`src/rtl/host_slave_mux_cfg_master_if.sv`:
```
// Bus between the configuration master and the USB host/slave mux register block.
// 1-bit address, 8-bit data, single-cycle strobed accesses.
interface host_slave_mux_cfg_master_if;
    logic [7:0] busDataIn;
    logic [7:0] busDataOut;
    logic       busAddress;
    logic       busWriteEn;
    logic       busStrobe_o;
    logic       hostSlaveMuxSel;

    modport master (
        input  busDataIn,
        output busDataOut,
        output busAddress,
        output busWriteEn,
        output busStrobe_o,
        output hostSlaveMuxSel
    );

    modport slave (
        output busDataIn,
        input  busDataOut,
        input  busAddress,
        input  busWriteEn,
        input  busStrobe_o,
        input  hostSlaveMuxSel
    );
endinterface

```
`src/rtl/host_slave_mux_cfg_master.sv`:
```
// Configuration master for the USB host/slave mux register block.
// One request runs: read version, optional soft reset + settle wait, write hostMode,
// read hostMode back. Completion and error status go back to the platform control.
module host_slave_mux_cfg_master #(
    parameter logic [7:0]  EXPECTED_VERSION = 8'h22,
    parameter int unsigned RST_WAIT_CYCLES  = 12,
    parameter int unsigned WAIT_CNT_W       = 4
) (
    input  logic                               busClk,
    input  logic                               rst,
    input  logic                               cfgReq,
    input  logic                               cfgHostMode,
    input  logic                               cfgSoftReset,
    host_slave_mux_cfg_master_if.master        bus,
    output logic                               cfgBusy,
    output logic                               cfgAck,
    output logic                               cfgErr,
    output logic [1:0]                         cfgErrCode,
    output logic [7:0]                         versionRb,
    output logic                               hostModeRb
);

    typedef enum logic [2:0] {
        StIdle,
        StRdVer,
        StWrRst,
        StWait,
        StWrHm,
        StRdBack,
        StDone
    } state_e;

    localparam logic [WAIT_CNT_W-1:0] WaitLoad = WAIT_CNT_W'(RST_WAIT_CYCLES - 1);

    state_e                state_q, state_d;
    logic [WAIT_CNT_W-1:0] cnt_q, cnt_d;
    logic                  hm_q, hm_d;
    logic                  sr_q, sr_d;
    logic                  err_q, err_d;
    logic [1:0]            code_q, code_d;
    logic [7:0]            ver_q, ver_d;
    logic                  hmrb_q, hmrb_d;

    logic                  strobe_q, sel_q, we_q, addr_q;
    logic [7:0]            data_q;
    logic                  busy_q, ack_q;

    // Next-state and status capture; busDataIn is consumed at the edge ending each read.
    always_comb begin
        state_d = state_q;
        cnt_d   = cnt_q;
        hm_d    = hm_q;
        sr_d    = sr_q;
        err_d   = err_q;
        code_d  = code_q;
        ver_d   = ver_q;
        hmrb_d  = hmrb_q;
        case (state_q)
            StIdle: begin
                if (cfgReq) begin
                    hm_d    = cfgHostMode;
                    sr_d    = cfgSoftReset;
                    err_d   = 1'b0;
                    code_d  = 2'd0;
                    state_d = StRdVer;
                end
            end
            StRdVer: begin
                ver_d = bus.busDataIn;
                if (bus.busDataIn != EXPECTED_VERSION) begin
                    err_d   = 1'b1;
                    code_d  = 2'd1;
                    state_d = StDone;
                end else begin
                    state_d = sr_q ? StWrRst : StWrHm;
                end
            end
            StWrRst: begin
                cnt_d   = WaitLoad;
                state_d = StWait;
            end
            StWait: begin
                // Counter runs RST_WAIT_CYCLES-1 down to 0, one cycle per value.
                if (cnt_q == '0) begin
                    state_d = StWrHm;
                end else begin
                    cnt_d = cnt_q - WAIT_CNT_W'(1);
                end
            end
            StWrHm: begin
                state_d = StRdBack;
            end
            StRdBack: begin
                hmrb_d = bus.busDataIn[0];
                if (bus.busDataIn[0] != hm_q) begin
                    err_d  = 1'b1;
                    code_d = 2'd2;
                end
                state_d = StDone;
            end
            StDone: begin
                state_d = StIdle;
            end
            default: begin
                state_d = StIdle;
            end
        endcase
    end

    // State register plus Moore outputs decoded from the upcoming state, so they are registered.
    always_ff @(posedge busClk or posedge rst) begin
        if (rst) begin
            state_q  <= StIdle;
            cnt_q    <= '0;
            hm_q     <= 1'b0;
            sr_q     <= 1'b0;
            err_q    <= 1'b0;
            code_q   <= 2'd0;
            ver_q    <= 8'h00;
            hmrb_q   <= 1'b0;
            strobe_q <= 1'b0;
            sel_q    <= 1'b0;
            we_q     <= 1'b0;
            addr_q   <= 1'b0;
            data_q   <= 8'h00;
            busy_q   <= 1'b0;
            ack_q    <= 1'b0;
        end else begin
            state_q  <= state_d;
            cnt_q    <= cnt_d;
            hm_q     <= hm_d;
            sr_q     <= sr_d;
            err_q    <= err_d;
            code_q   <= code_d;
            ver_q    <= ver_d;
            hmrb_q   <= hmrb_d;
            strobe_q <= (state_d == StRdVer) || (state_d == StWrRst) ||
                        (state_d == StWrHm)  || (state_d == StRdBack);
            sel_q    <= (state_d == StRdVer) || (state_d == StWrRst) ||
                        (state_d == StWrHm)  || (state_d == StRdBack);
            we_q     <= (state_d == StWrRst) || (state_d == StWrHm);
            addr_q   <= (state_d == StRdVer);
            // Soft reset clears hostMode in the slave, so bit1 and bit0 are never written together.
            if (state_d == StWrRst) begin
                data_q <= 8'h02;
            end else if (state_d == StWrHm) begin
                data_q <= {7'h00, hm_d};
            end else begin
                data_q <= 8'h00;
            end
            busy_q   <= (state_d != StIdle);
            ack_q    <= (state_d == StDone);
        end
    end

    assign bus.busStrobe_o     = strobe_q;
    assign bus.hostSlaveMuxSel = sel_q;
    assign bus.busWriteEn      = we_q;
    assign bus.busAddress      = addr_q;
    assign bus.busDataOut      = data_q;

    assign cfgBusy    = busy_q;
    assign cfgAck     = ack_q;
    assign cfgErr     = err_q;
    assign cfgErrCode = code_q;
    assign versionRb  = ver_q;
    assign hostModeRb = hmrb_q;

endmodule

```
`src/flat_wrapper.sv`:
```
// flat-port wrapper written by rule: the top's interface ports become plain ports
module host_slave_mux_cfg_master_flat 
#(
    parameter logic [7:0]  EXPECTED_VERSION = 8'h22,
    parameter int unsigned RST_WAIT_CYCLES  = 12,
    parameter int unsigned WAIT_CNT_W       = 4
)
  (busClk, rst, cfgReq, cfgHostMode, cfgSoftReset, cfgBusy, cfgAck, cfgErr, cfgErrCode, versionRb, hostModeRb, bus_busDataIn, bus_busDataOut, bus_busAddress, bus_busWriteEn, bus_busStrobe_o, bus_hostSlaveMuxSel);
  host_slave_mux_cfg_master_if bus_i ();
  input  logic busClk;
  input  logic rst;
  input  logic cfgReq;
  input  logic cfgHostMode;
  input  logic cfgSoftReset;
  output logic cfgBusy;
  output logic cfgAck;
  output logic cfgErr;
  output logic [1:0] cfgErrCode;
  output logic [7:0] versionRb;
  output logic hostModeRb;
  input wire logic [$bits(bus_i.busDataIn)-1:0] bus_busDataIn;
  output wire logic [$bits(bus_i.busDataOut)-1:0] bus_busDataOut;
  output wire logic [$bits(bus_i.busAddress)-1:0] bus_busAddress;
  output wire logic [$bits(bus_i.busWriteEn)-1:0] bus_busWriteEn;
  output wire logic [$bits(bus_i.busStrobe_o)-1:0] bus_busStrobe_o;
  output wire logic [$bits(bus_i.hostSlaveMuxSel)-1:0] bus_hostSlaveMuxSel;
  assign bus_i.busDataIn = bus_busDataIn;
  assign bus_busDataOut = bus_i.busDataOut;
  assign bus_busAddress = bus_i.busAddress;
  assign bus_busWriteEn = bus_i.busWriteEn;
  assign bus_busStrobe_o = bus_i.busStrobe_o;
  assign bus_hostSlaveMuxSel = bus_i.hostSlaveMuxSel;
  host_slave_mux_cfg_master #(.EXPECTED_VERSION(EXPECTED_VERSION), .RST_WAIT_CYCLES(RST_WAIT_CYCLES), .WAIT_CNT_W(WAIT_CNT_W)) u_core (.busClk(busClk), .rst(rst), .cfgReq(cfgReq), .cfgHostMode(cfgHostMode), .cfgSoftReset(cfgSoftReset), .bus(bus_i), .cfgBusy(cfgBusy), .cfgAck(cfgAck), .cfgErr(cfgErr), .cfgErrCode(cfgErrCode), .versionRb(versionRb), .hostModeRb(hostModeRb));
endmodule
```
`config.mk`:
```
export PLATFORM = sky130hd
export DESIGN_NAME = host_slave_mux_cfg_master_flat
export DESIGN_NICKNAME = d
export VERILOG_FILES = /design/src/rtl/host_slave_mux_cfg_master_if.sv /design/src/rtl/host_slave_mux_cfg_master.sv /design/src/flat_wrapper.sv
export SDC_FILE = /design/constraint.sdc
export NUM_CORES = 1
export LEC_CHECK = 0
export ABC_AREA = 1
export CAP_MARGIN = 20
export CORE_MARGIN = 3
export CORE_UTILIZATION = 25
export CTS_CLUSTER_DIAMETER = 200
export DETAILED_ROUTE_END_ITERATION = 8
export PLACE_DENSITY_LB_ADDON = 0.3
export SLEW_MARGIN = 20
export SYNTH_ARGS = -nofsm -noshare
export SYNTH_HDL_FRONTEND = slang
export SYNTH_SLANG_ARGS = --single-unit
```
`constraint.sdc`:
```
create_clock -name busClk -period 1.75 [get_ports busClk]
set_input_delay 0.35 -clock busClk [delete_from_list [all_inputs] [get_ports busClk]]
set_output_delay 0.35 -clock busClk [all_outputs]
set_load 0.03 [all_outputs]
```
[Yosys cells after proc, flatten, opt, wreduce, memory -nomap -nowiden]
Index checks and enable logic that the tools add are counted.
Operators by class
  $add $sub $neg: 1
  multiplexer cells: 19
  reductions and logical operators: 12
  equal/unequal tests: 16
Operators with widths (count)
  3-bit case mux with 6 select lines: 1
  3-bit equality test (second input constant): 5
  3-bit two-way mux: 4
  3-bit by 2-bit equality test with 1-bit output (second input constant): 3
  8-bit two-way mux: 1
  8-bit by 6-bit != test with 1-bit output (second input constant): 1
  4-bit case mux with 2 select lines: 1
  3-bit by 1-bit equality test with 1-bit output (second input constant): 2
  1-bit two-way mux: 6
  2-bit two-way mux: 3
  2-bit case mux with 3 select lines: 1
  3-bit nonzero test: 2
  4-bit zero test: 1
  1-bit logical OR: 4
  4-bit two-way mux: 1
  2-bit by 1-bit != test with 1-bit output (second input constant): 2
  2-bit != test (second input constant): 2
  2-bit AND reduction: 2
  4-bit AND reduction: 1
  4-bit by 1-bit subtractor with 4-bit output (second input constant): 1
  3-bit zero test: 1
  1-bit case mux with 3 select lines: 1
  2-bit nonzero test: 1
  1-bit != test: 1
Word-level totals
  logic and storage cells: 62
  register bits: 34
  input bits: 13
  output and inout port bits: 26

[Logic depth before layout (Yosys ltp)]
Gate-level depths: netlist of run 1.
  depth in word-level cells: 7
  gate-level depth with buffers: 10
  depth with buffers taken out: 10

[Worst setup path before layout of run 1]
OpenSTA, ideal clock, no wires.
  kind: register -> register
  start point: register u_core.state_q[1]
  end point: register u_core.err_q, in the netlist u_core.cfgErr
  library setup time: 119 ps
  arrival: 1157 ps
  clock period less this slack: 1276 ps
  buffers on the path: 0
  setup slack: 474 ps
  required time: 1631 ps
  cell stages (with the launch flop): 8
  cell sequence: dfrtp_1 > inv_2 > nand2_2 > nor2_4 > nand3_1 > nand2_1 > nor2_2 > o21a_1
Between the ends
  longest elaborated chain between the ends: 3
  elaborated cells on any way between the ends: 9
  classes of those cells: eq/ne: 5; mux: 1; reduce/logical: 3
Ends and longest elaborated chain
  start, declared: line host_slave_mux_cfg_master.sv:35  | state_e state_q, state_d;
  start signal, assigned: line host_slave_mux_cfg_master.sv:113  | state_q <= StIdle;
  start signal, assigned: line host_slave_mux_cfg_master.sv:129  | state_q <= state_d;
  3-bit equality test (tied with other cells): line host_slave_mux_cfg_master.sv:58  | case (state_q)
  2-bit by 1-bit != test with 1-bit output (no line) (tied with other cells)
  4-bit AND reduction (no line)
  end signal, assigned: line host_slave_mux_cfg_master.sv:133  | err_q <= err_d;
  end, declared: line host_slave_mux_cfg_master.sv:39  | logic err_q, err_d;
Parallel ways exist; a longest one is shown, timed or not.
A chain may end at the register's enable or synchronous reset.

[Worst setup path in the final report of run 1]
  start point: register u_core.ver_q[5], in the netlist u_core.versionRb[5]
  end point: output port versionRb[5]
RTL lines
  start, declared: line host_slave_mux_cfg_master.sv:41  | logic [7:0] ver_q, ver_d;
  start signal, assigned: line host_slave_mux_cfg_master.sv:135  | ver_q <= ver_d;
  end, declared: line flat_wrapper.sv:19  | output logic [7:0] versionRb;
No word-level cell between the ends.

==> impl_metrics.env, run 1 <==
export IMPL_nNetsFinal=208
export IMPL_die_area_sq_um=6388
export IMPL_yosys_warnings=0
export IMPL_cts_buffers_inserted=3
export IMPL_slew_viol_final=0
export IMPL_ys_flop_type="dfrtp_1"
export IMPL_grt_max_degree=29
export IMPL_yosysMostFrequentCell="nand2_1"
export IMPL_synth_area_sq_um=1366
export IMPL_grt_pass1_vias=1008
export IMPL_place_inst=258
export IMPL_cp_startpoint="u_core.versionRb[5]$_DFFE_PP0N_"
export IMPL_leakage_nw=0.8611
export IMPL_seq_area_frac_synth_pct=51.28
export IMPL_yosys_area_top_type="dfrtp_1"
export IMPL_async_flop_share_pct=100.0
export IMPL_cp_arrival_ps=1310
export IMPL_fmax_mhz=604.2
export IMPL_synth_avg_cell_area_sq_um=8.758
export IMPL_hold_buffers=0
export IMPL_clkTransAtPathRegs_ps=90
export IMPL_dr_pass1_iters=4
export IMPL_cts_root_buf="clkbuf_8"
export IMPL_clk_latency_ps=270
export IMPL_hold_path_class="input port to asynchronous set/reset pin"
export IMPL_drt_vias_per_instance=3.889
export IMPL_antenna_found_initial=0
export IMPL_synth_distinct_cells=28
export IMPL_initial_core_util_pct=26.25
export IMPL_path_delay_family="buffers and inverters"
export IMPL_fin_skew_ps=6.139
export IMPL_numPortBuffers=32
export IMPL_hold_slack_ps=443.9
export IMPL_utilization_pct=34.57
export IMPL_rr_endpoint="u_core.cfgErr$_DFFE_PP0P_"
export IMPL_cts_setup_buffers=0
export IMPL_finalHoldViolCount=0
export IMPL_start_kind="flop"
export IMPL_ys_ff_latch=28
export IMPL_critPathKind="flop to output port"
export IMPL_dieWidth_um=79.93
export IMPL_cap_violations=0
export IMPL_crit_slowest_cell="clkdlybuf4s50_1"
export IMPL_vias=1015
export IMPL_area_growth_pct=31.69
export IMPL_timing_rr_start="u_core.state_q[0]$_DFF_PP0_"
export IMPL_cts_buffer_depth=2
export IMPL_io_pin_count=39
export IMPL_synth_top_cells_by_count="39 x nand2_1, 28 x dfrtp_1, 17 x inv_1"
export IMPL_dr_first_iter_drc_count=73
export IMPL_place_hpwl_mm=2.138
export IMPL_crit_chain="clkdlybuf4s50_1"
export IMPL_fin_tns_setup_ps=0
export IMPL_gp_congestion=0.7587
export IMPL_vdd_drop_max_uv=463.5
export IMPL_fin_crit_sh_pct=94.58
export IMPL_rsz0062_at_grt="false"
export IMPL_globalRouteOverflowTotal=0
export IMPL_reg2reg_slack_ps=290
export IMPL_period_minus_slack_ps=1655
export IMPL_drtAntennaViolNets=0
export IMPL_max_stage_delay_ps=670
export IMPL_final_layout_size_suffix_gt1_share_pct=15.71
export IMPL_cts_max_level=1
export IMPL_yosys_top_cells_area="dfrtp_1 51%, nand2_1 11%, inv_1 4.7%"
export IMPL_fin_total_pwr_mw=3.355
export IMPL_crit_fanout=2
export IMPL_core_area_sq_um=5205
export IMPL_diodes=0
export IMPL_fillers=557
export IMPL_instances_no_fill=261
export IMPL_syn_inst=156
export IMPL_cts_resized=0
export IMPL_crit_path_end_kind="output port"
export IMPL_rows=26
export IMPL_cts_tree="done"
export IMPL_numClockSinks=28
export IMPL_ff2ff_path_depth=6
export IMPL_status="completed"
export IMPL_wirelength_mm=2.681
export IMPL_grt_pass1_wl_mm=4.733
export IMPL_wl_per_cell_um=10.27
export IMPL_grt_use_total_pct=9.581
export IMPL_cp_buffers_inverters=1
export IMPL_die_h_um=79.93
export IMPL_power_density_nw_per_um2=1865
export IMPL_synth_top_area_share_pct=51.28
export IMPL_synth_edf_count=0
export IMPL_setup_violations=0
export IMPL_cp_required_ps=1400
export IMPL_drcViolationCount=0
-- layout by cell type (no fill, tap or decap) --
cell             instances
a21oi_2                  1
a21oi_4                  1
clkbuf_8                 3
nand2_2                  5
nand2_4                  1
o211ai_1                 1
clkdlybuf4s50_1         32
nor3_4                   1
a21oi_1                  3
inv_2                    8
nor2_1                   8
inv_1                   17
nor3_1                   1
nand3_4                  1
nand3_1                  6
o21ai_1                  8
o21ai_0                  6
dfrtp_1                 28
o21a_1                   1
nand2_1                 39
ha_1                     2
conb_1                   6
nor2_4                   1
nor2_2                   2
a31oi_1                  1
buf_4                    4
nand4_1                  1
xor2_1                   1
nand3_2                  2
-- cells by family (layout without fill, tap and decap cells) --
| kind of cell | after synthesis | in the layout | synth area share, % |
|---|---|---|---|
| other cells | 1 | 6 | 0.2745 |
| compound gates | 22 | 22 | 9.616 |
| fa+ha+maj | 2 | 2 | 1.831 |
| simple gates | 68 | 68 | 24.73 |
| flops | 28 | 28 | 51.28 |
| buf+inv | 34 | 64 | 11.63 |
| xor+xnor | 1 | 1 | 0.6411 |
-- state kept, by name, summed over array words and instances, names as in the netlist --
signal,cells
u_core.bus.busAddress,1
u_core.bus.busDataOut,2
u_core.bus.busStrobe_o,1
u_core.bus.busWriteEn,1
u_core.cfgAck,1
u_core.cfgBusy,1
u_core.cfgErr,1
u_core.cfgErrCode,2
u_core.cnt_q,4
u_core.hm_q,1
u_core.hostModeRb,1
u_core.sr_q,1
u_core.state_q,3
u_core.versionRb,8
-- power breakdown --
group | leakage (nW) | internal [mW] | switching, mW
clock | 0.0216 | 0.154 | 0.184
combinational | 0.499 | 0.712 | 1.15
sequential | 0.341 | 0.935 | 0.215
total | 0.861 | 1.80 | 1.55
-- how the worst max path moves through the flow --
| stage | to | cells past startpoint |
|---|---|---|
| after CTS | versionRb[5] | 1 |
| after floorplan | u_core.cfgErr$_DFFE_PP0P_ | 7 |
| final | versionRb[5] | 1 |
| after global placement | u_core.bus.busStrobe_o$_DFF_PP0_ | 9 |
| after global routing | cfgErrCode[1] | 1 |
| after detailed placement | u_core.bus.busStrobe_o$_DFF_PP0_ | 9 |
-- metrics by stage --
stage	area [sq um]	setup slack [ps]
floorplan	1385	473.8
global placement	1758	14.25
finish	1799	94.85
detailed placement	1758	24.53
global route	1799	28.13
CTS	1799	79.90
-- metal layers --
layer	GRT usage [%]	vias up	part of all wire [%]
met1	12.79	448	48
li1	-	543	-
met5	0	-	0
met2	14.07	20	44
met4	5.405	0	2.1
met3	2.257	4	5.0
-- cell type report --
cell class	count	area, sq um	share of cell area [%]
clock buffers	3	41.29	2.295
well taps	70	87.58	4.868
flip-flops and latches	28	700.7	38.94
repair buffers	36	350.3	19.47
inverters	25	93.84	5.216
multi-input cells	99	525.5	29.21
Note: power is estimated with default switching activity, not from simulation.
==> inputs of run 2 (changes only) <==
--- a/config.mk
+++ b/config.mk
@@ -8,7 +8,7 @@
 export ABC_AREA = 1
 export CAP_MARGIN = 20
 export CORE_MARGIN = 3
-export CORE_UTILIZATION = 25
+export CORE_UTILIZATION = 40
 export CTS_CLUSTER_DIAMETER = 200
 export DETAILED_ROUTE_END_ITERATION = 8
 export PLACE_DENSITY_LB_ADDON = 0.3
==> impl_metrics.env, run 2 (synthesis gave the netlist of run 1 again) <==
export IMPL_gp_congestion=0.8496
export IMPL_cp_arrival_ps=1360
export IMPL_switching_share_pct=47.80
export IMPL_slew_viol_final=0
export IMPL_crit_chain="clkdlybuf4s50_1"
export IMPL_crit_path_end_kind="output port"
export IMPL_leakage_nw=1.039
export IMPL_die_h_um=64.45
export IMPL_use_met3_pct=2.080
export IMPL_path_delay_family="buffers and inverters"
export IMPL_diodes=0
export IMPL_cts_buffers_inserted=3
export IMPL_setup_ws_ps=43.81
export IMPL_hold_slack_ps=363.2
export IMPL_multi_input_area_sq_um=525.5
export IMPL_cap_violations=0
export IMPL_cts_buffer_depth=2
export IMPL_critPathKind="flop to output port"
export IMPL_use_met1_pct=18.62
export IMPL_final_layout_size_suffix_gt1_share_pct=15.71
export IMPL_grt_use_total_pct=14.14
export IMPL_wirelength_mm=2.782
export IMPL_die_area_sq_um=4153
export IMPL_drtAntennaViolNets=0
export IMPL_power_switching_mw=1.586
export IMPL_nNetsFinal=207
export IMPL_dieWidth_um=64.45
export IMPL_fin_crit_sh_pct=97.50
export IMPL_rows=20
export IMPL_p_comb_share_pct=55.9
export IMPL_p_seq_share_pct=34.4
export IMPL_dpl_worst_slack_ps=6.102
export IMPL_core_area_sq_um=3153
export IMPL_mostFrequentLayoutCell="nand2_1"
export IMPL_drcViolationCount=0
export IMPL_fin_tns_setup_ps=0
export IMPL_clkPwrFrac_pct=9.7
export IMPL_fmax_mhz=586.1
export IMPL_hold_buffers=0
export IMPL_utilization_pct=56.79
export IMPL_max_stage_delay_ps=660
export IMPL_instances_no_fill=235
export IMPL_cts_root_buf="clkbuf_4"
export IMPL_status="completed"
export IMPL_grt_pass1_vias=1099
export IMPL_grt_use_met2_pct=24.48
export IMPL_vias=1082
export IMPL_fin_skew_ps=9.271
export IMPL_clkTransAtPathRegs_ps=160
export IMPL_setup_violations=0
export IMPL_design_area_sq_um=1790
export IMPL_drt_vias_per_instance=4.604
export IMPL_crit_fanout=1
export IMPL_io_pin_count=39
export IMPL_numPortBuffers=32
export IMPL_start_kind="flop"
export IMPL_grt_max_degree=29
export IMPL_place_inst=231
export IMPL_layout_common_cells="39 x nand2_1, 28 x dfrtp_1, 17 x inv_1"
export IMPL_fin_total_pwr_mw=3.317
export IMPL_cp_buffers_inverters=1
export IMPL_grt_pass1_wl_mm=4.740
export IMPL_dr_first_iter_drc_count=54
export IMPL_dr_pass1_iters=4
export IMPL_wl_per_cell_um=11.84
export IMPL_rsz0062_at_grt="false"
export IMPL_vdd_drop_max_uv=1050
export IMPL_largest_reg_flops=8
export IMPL_regArea_sq_um=700.7
export IMPL_antenna_found_initial=0
export IMPL_area_growth_pct=31.04
export IMPL_period_minus_slack_ps=1706
export IMPL_hold_path_class="input port to asynchronous set/reset pin"
export IMPL_numClockSinks=28
export IMPL_grt_busiest_layer="met2"
export IMPL_globalRouteOverflowTotal=0
export IMPL_clk_latency_ps=330
export IMPL_place_hpwl_mm=2.070
export IMPL_cts_tree="done"
export IMPL_crit_slowest_cell="clkdlybuf4s50_1"
export IMPL_fillers=290
export IMPL_power_density_nw_per_um2=1853
export IMPL_placed_area_sq_um=1718
export IMPL_cp_required_ps=1400
export IMPL_initial_core_util_pct=43.33
export IMPL_p_int_mw=1.731
export IMPL_finalHoldViolCount=0
export IMPL_cts_max_level=1
run 2: what timing repair did:
action,4_1_cts,5_1_grt
pin swaps,0,0
gates resized for setup,1,15
setup buffers,0,0
cloned,0,0
endpoints found under the setup margin,1,15
run 2: path summary, 6_finish.rpt:
path / endpoint / start / slack, ps / depth (start not counted)
worst max register to register: u_core.cfgErrCode[0]$_DFFE_PP0P_ / u_core.state_q[0]$_DFF_PP0_ / 280 / 8
min in group busClk: u_core.versionRb[5]$_DFFE_PP0N_ / u_core.versionRb[5]$_DFFE_PP0N_ / 500 / 2
worst min register to register: u_core.versionRb[5]$_DFFE_PP0N_ / u_core.versionRb[5]$_DFFE_PP0N_ / 500 / 2
worst max-delay path: cfgAck / u_core.cfgAck$_DFF_PP0_ / 40 / 1
worst min-delay path: u_core.bus.busWriteEn$_DFF_PP0_ / rst / 360 / 3
max in group asynchronous: u_core.sr_q$_DFFE_PP0P_ / rst / 1120 / 3
run 2: area by class of cell:
type / count / share of cell area (%)
multi-input cells: 99 / 29.35
clock buffers: 4 / 2.027
flip-flops and latches: 28 / 39.13
inverters: 25 / 5.241
repair buffers: 35 / 21.17
well taps: 44 / 3.075
run 2: worst min-delay path, stage by stage:
cell             delay [ps]
clkdlybuf4s50_1         400
inv_1                    50
buf_4                   330
run 2: layer usage:
| layer | share of wire, % | vias to the layer above |
|---|---|---|
| met5 | 0 | - |
| met4 | 0.50 | 0 |
| li1 | - | 542 |
| met3 | 5.1 | 2 |
| met1 | 46 | 512 |
| met2 | 48 | 26 |
run 2: power groups by stage:
| stage | clock network (mW) | registers [mW] | logic, mW |
|---|---|---|---|
| finish | 0.323 | 1.14 | 1.85 |
| floorplan | 0 | 1.48 | 0.974 |
| global route | 0.354 | 1.19 | 2.03 |
| global placement | 0 | 1.15 | 1.85 |
| detailed placement | 0 | 1.16 | 1.89 |
| CTS | 0.328 | 1.15 | 1.89 |
==> inputs of run 3 (changes only) <==
--- a/config.mk
+++ b/config.mk
@@ -11,7 +11,9 @@
 export CORE_UTILIZATION = 40
 export CTS_CLUSTER_DIAMETER = 200
 export DETAILED_ROUTE_END_ITERATION = 8
+export GPL_ROUTABILITY_DRIVEN = 1
 export PLACE_DENSITY_LB_ADDON = 0.3
+export SKIP_CTS_REPAIR_TIMING = 1
 export SLEW_MARGIN = 20
 export SYNTH_ARGS = -nofsm -noshare
 export SYNTH_HDL_FRONTEND = slang
==> impl_metrics.env, run 3 (synthesis gave the netlist of run 1 again) <==
export IMPL_final_layout_size_suffix_gt1_share_pct=15.71
export IMPL_grt_pass1_vias=1099
export IMPL_rsz0062_at_grt="false"
export IMPL_max_stage_delay_ps=660
export IMPL_dr_pass1_iters=4
export IMPL_rows=20
export IMPL_crit_fanout=1
export IMPL_place_hpwl_mm=2.070
export IMPL_cts_root_buf="clkbuf_4"
export IMPL_io_pin_count=39
export IMPL_grt_max_degree=29
export IMPL_mostFrequentLayoutCell="nand2_1"
export IMPL_core_area_sq_um=3153
export IMPL_fin_total_pwr_mw=3.325
export IMPL_cts_buffers_inserted=3
export IMPL_grt_pass1_wl_mm=4.740
export IMPL_drt_vias_per_instance=4.609
export IMPL_gp_congestion=0.8496
export IMPL_power_density_nw_per_um2=1853
export IMPL_wl_per_cell_um=11.86
export IMPL_placed_area_sq_um=1718
export IMPL_cts_buffer_depth=2
export IMPL_hold_path_class="input port to asynchronous set/reset pin"
export IMPL_status="completed"
export IMPL_cp_required_ps=1400
export IMPL_die_area_sq_um=4153
export IMPL_area_growth_pct=31.32
export IMPL_numClockSinks=28
export IMPL_fmax_mhz=586.1
export IMPL_highest_layer="met4"
export IMPL_largest_reg_flops=8
export IMPL_cts_max_level=1
export IMPL_design_area_sq_um=1794
export IMPL_wl_met2_mm=1.342
export IMPL_setup_violations=0
export IMPL_diodes=0
export IMPL_layout_common_cells="39 x nand2_1, 28 x dfrtp_1, 17 x inv_1"
export IMPL_nNetsFinal=207
export IMPL_cp_startpoint="u_core.cfgAck$_DFF_PP0_"
export IMPL_vias=1083
export IMPL_numPortBuffers=32
export IMPL_period_minus_slack_ps=1706
export IMPL_dieWidth_um=64.45
export IMPL_drcViolationCount=0
export IMPL_crit_slowest_cell="clkdlybuf4s50_1"
export IMPL_cap_violations=0
export IMPL_globalRouteOverflowTotal=0
export IMPL_initial_core_util_pct=43.33
export IMPL_crit_path_end_kind="output port"
export IMPL_grt_use_total_pct=14.14
export IMPL_dr_first_iter_drc_count=46
export IMPL_start_kind="flop"
export IMPL_wirelength_mm=2.788
export IMPL_finalHoldViolCount=0
export IMPL_fin_tns_setup_ps=0
export IMPL_fin_crit_sh_pct=97.49
export IMPL_crit_chain="clkdlybuf4s50_1"
export IMPL_cp_buffers_inverters=1
export IMPL_leakage_nw=1.051
export IMPL_antenna_found_initial=0
export IMPL_hold_slack_ps=363.7
export IMPL_drtAntennaViolNets=0
export IMPL_cp_arrival_ps=1360
export IMPL_clkTransAtPathRegs_ps=160
export IMPL_path_delay_family="buffers and inverters"
export IMPL_met1_length_mm=1.287
export IMPL_slew_viol_final=0
export IMPL_clk_latency_ps=330
export IMPL_cts_tree="done"
export IMPL_die_h_um=64.45
export IMPL_fin_skew_ps=9.378
export IMPL_critPathKind="flop to output port"
export IMPL_dr_wl_met3_um=143
export IMPL_vdd_drop_max_uv=1051
export IMPL_timing_rr_start="u_core.state_q[0]$_DFF_PP0_"
export IMPL_fillers=289
run 3: cell count changes in the layout (fill, tap and decap cells not counted):
cell / before / now
dlygate4sd2_1: 1 / 0
dlymetal6s2s_1: 15 / 16
run 3: area by class of cell:
class	instances	area [sq um]	share of cell area, %
clock buffers	4	36.28	2.022
repair buffers	35	382.9	21.34
inverters	25	93.84	5.230
multi-input cells	99	525.5	29.29
well taps	44	55.05	3.068
flip-flops and latches	28	700.7	39.05
run 3: worst paths after layout:
path	slack (ps)	cells past startpoint	to
setup / recovery	40	1	cfgAck
hold / removal	360	3	u_core.bus.busWriteEn$_DFF_PP0_
setup reg to reg	270	8	u_core.cfgErrCode[1]$_DFFE_PP0P_
hold reg to reg	500	2	u_core.versionRb[5]$_DFFE_PP0N_
max in group asynchronous	1120	3	u_core.sr_q$_DFFE_PP0P_
min in group busClk	500	2	u_core.versionRb[5]$_DFFE_PP0N_
run 3: where the power goes:
group / internal, mW / switching [mW] / total, mW
sequential: 0.932 / 0.208 / 1.14
clock: 0.127 / 0.196 / 0.323
combinational: 0.678 / 1.18 / 1.86
total: 1.74 / 1.59 / 3.33
run 3: metrics by stage:
step / utilization, % / cells / worst slack (ps)
6_report: 56.90 / 235 / 43.84
5_1_grt: 56.90 / 235 / 9.414
4_1_cts: 55.63 / 235 / -1.187
3_5_place_dp: 54.48 / 231 / 6.102
3_3_place_gp: 54.48 / 231 / 66.35
2_1_floorplan: - / 161 / 473.8
run 3: per-layer routing:
metal | GRT usage [%] | up-vias
met5 | 0 | -
met4 | 3.430 | 0
met3 | 2.080 | 2
met2 | 24.48 | 26
met1 | 18.62 | 513
li1 | - | 542
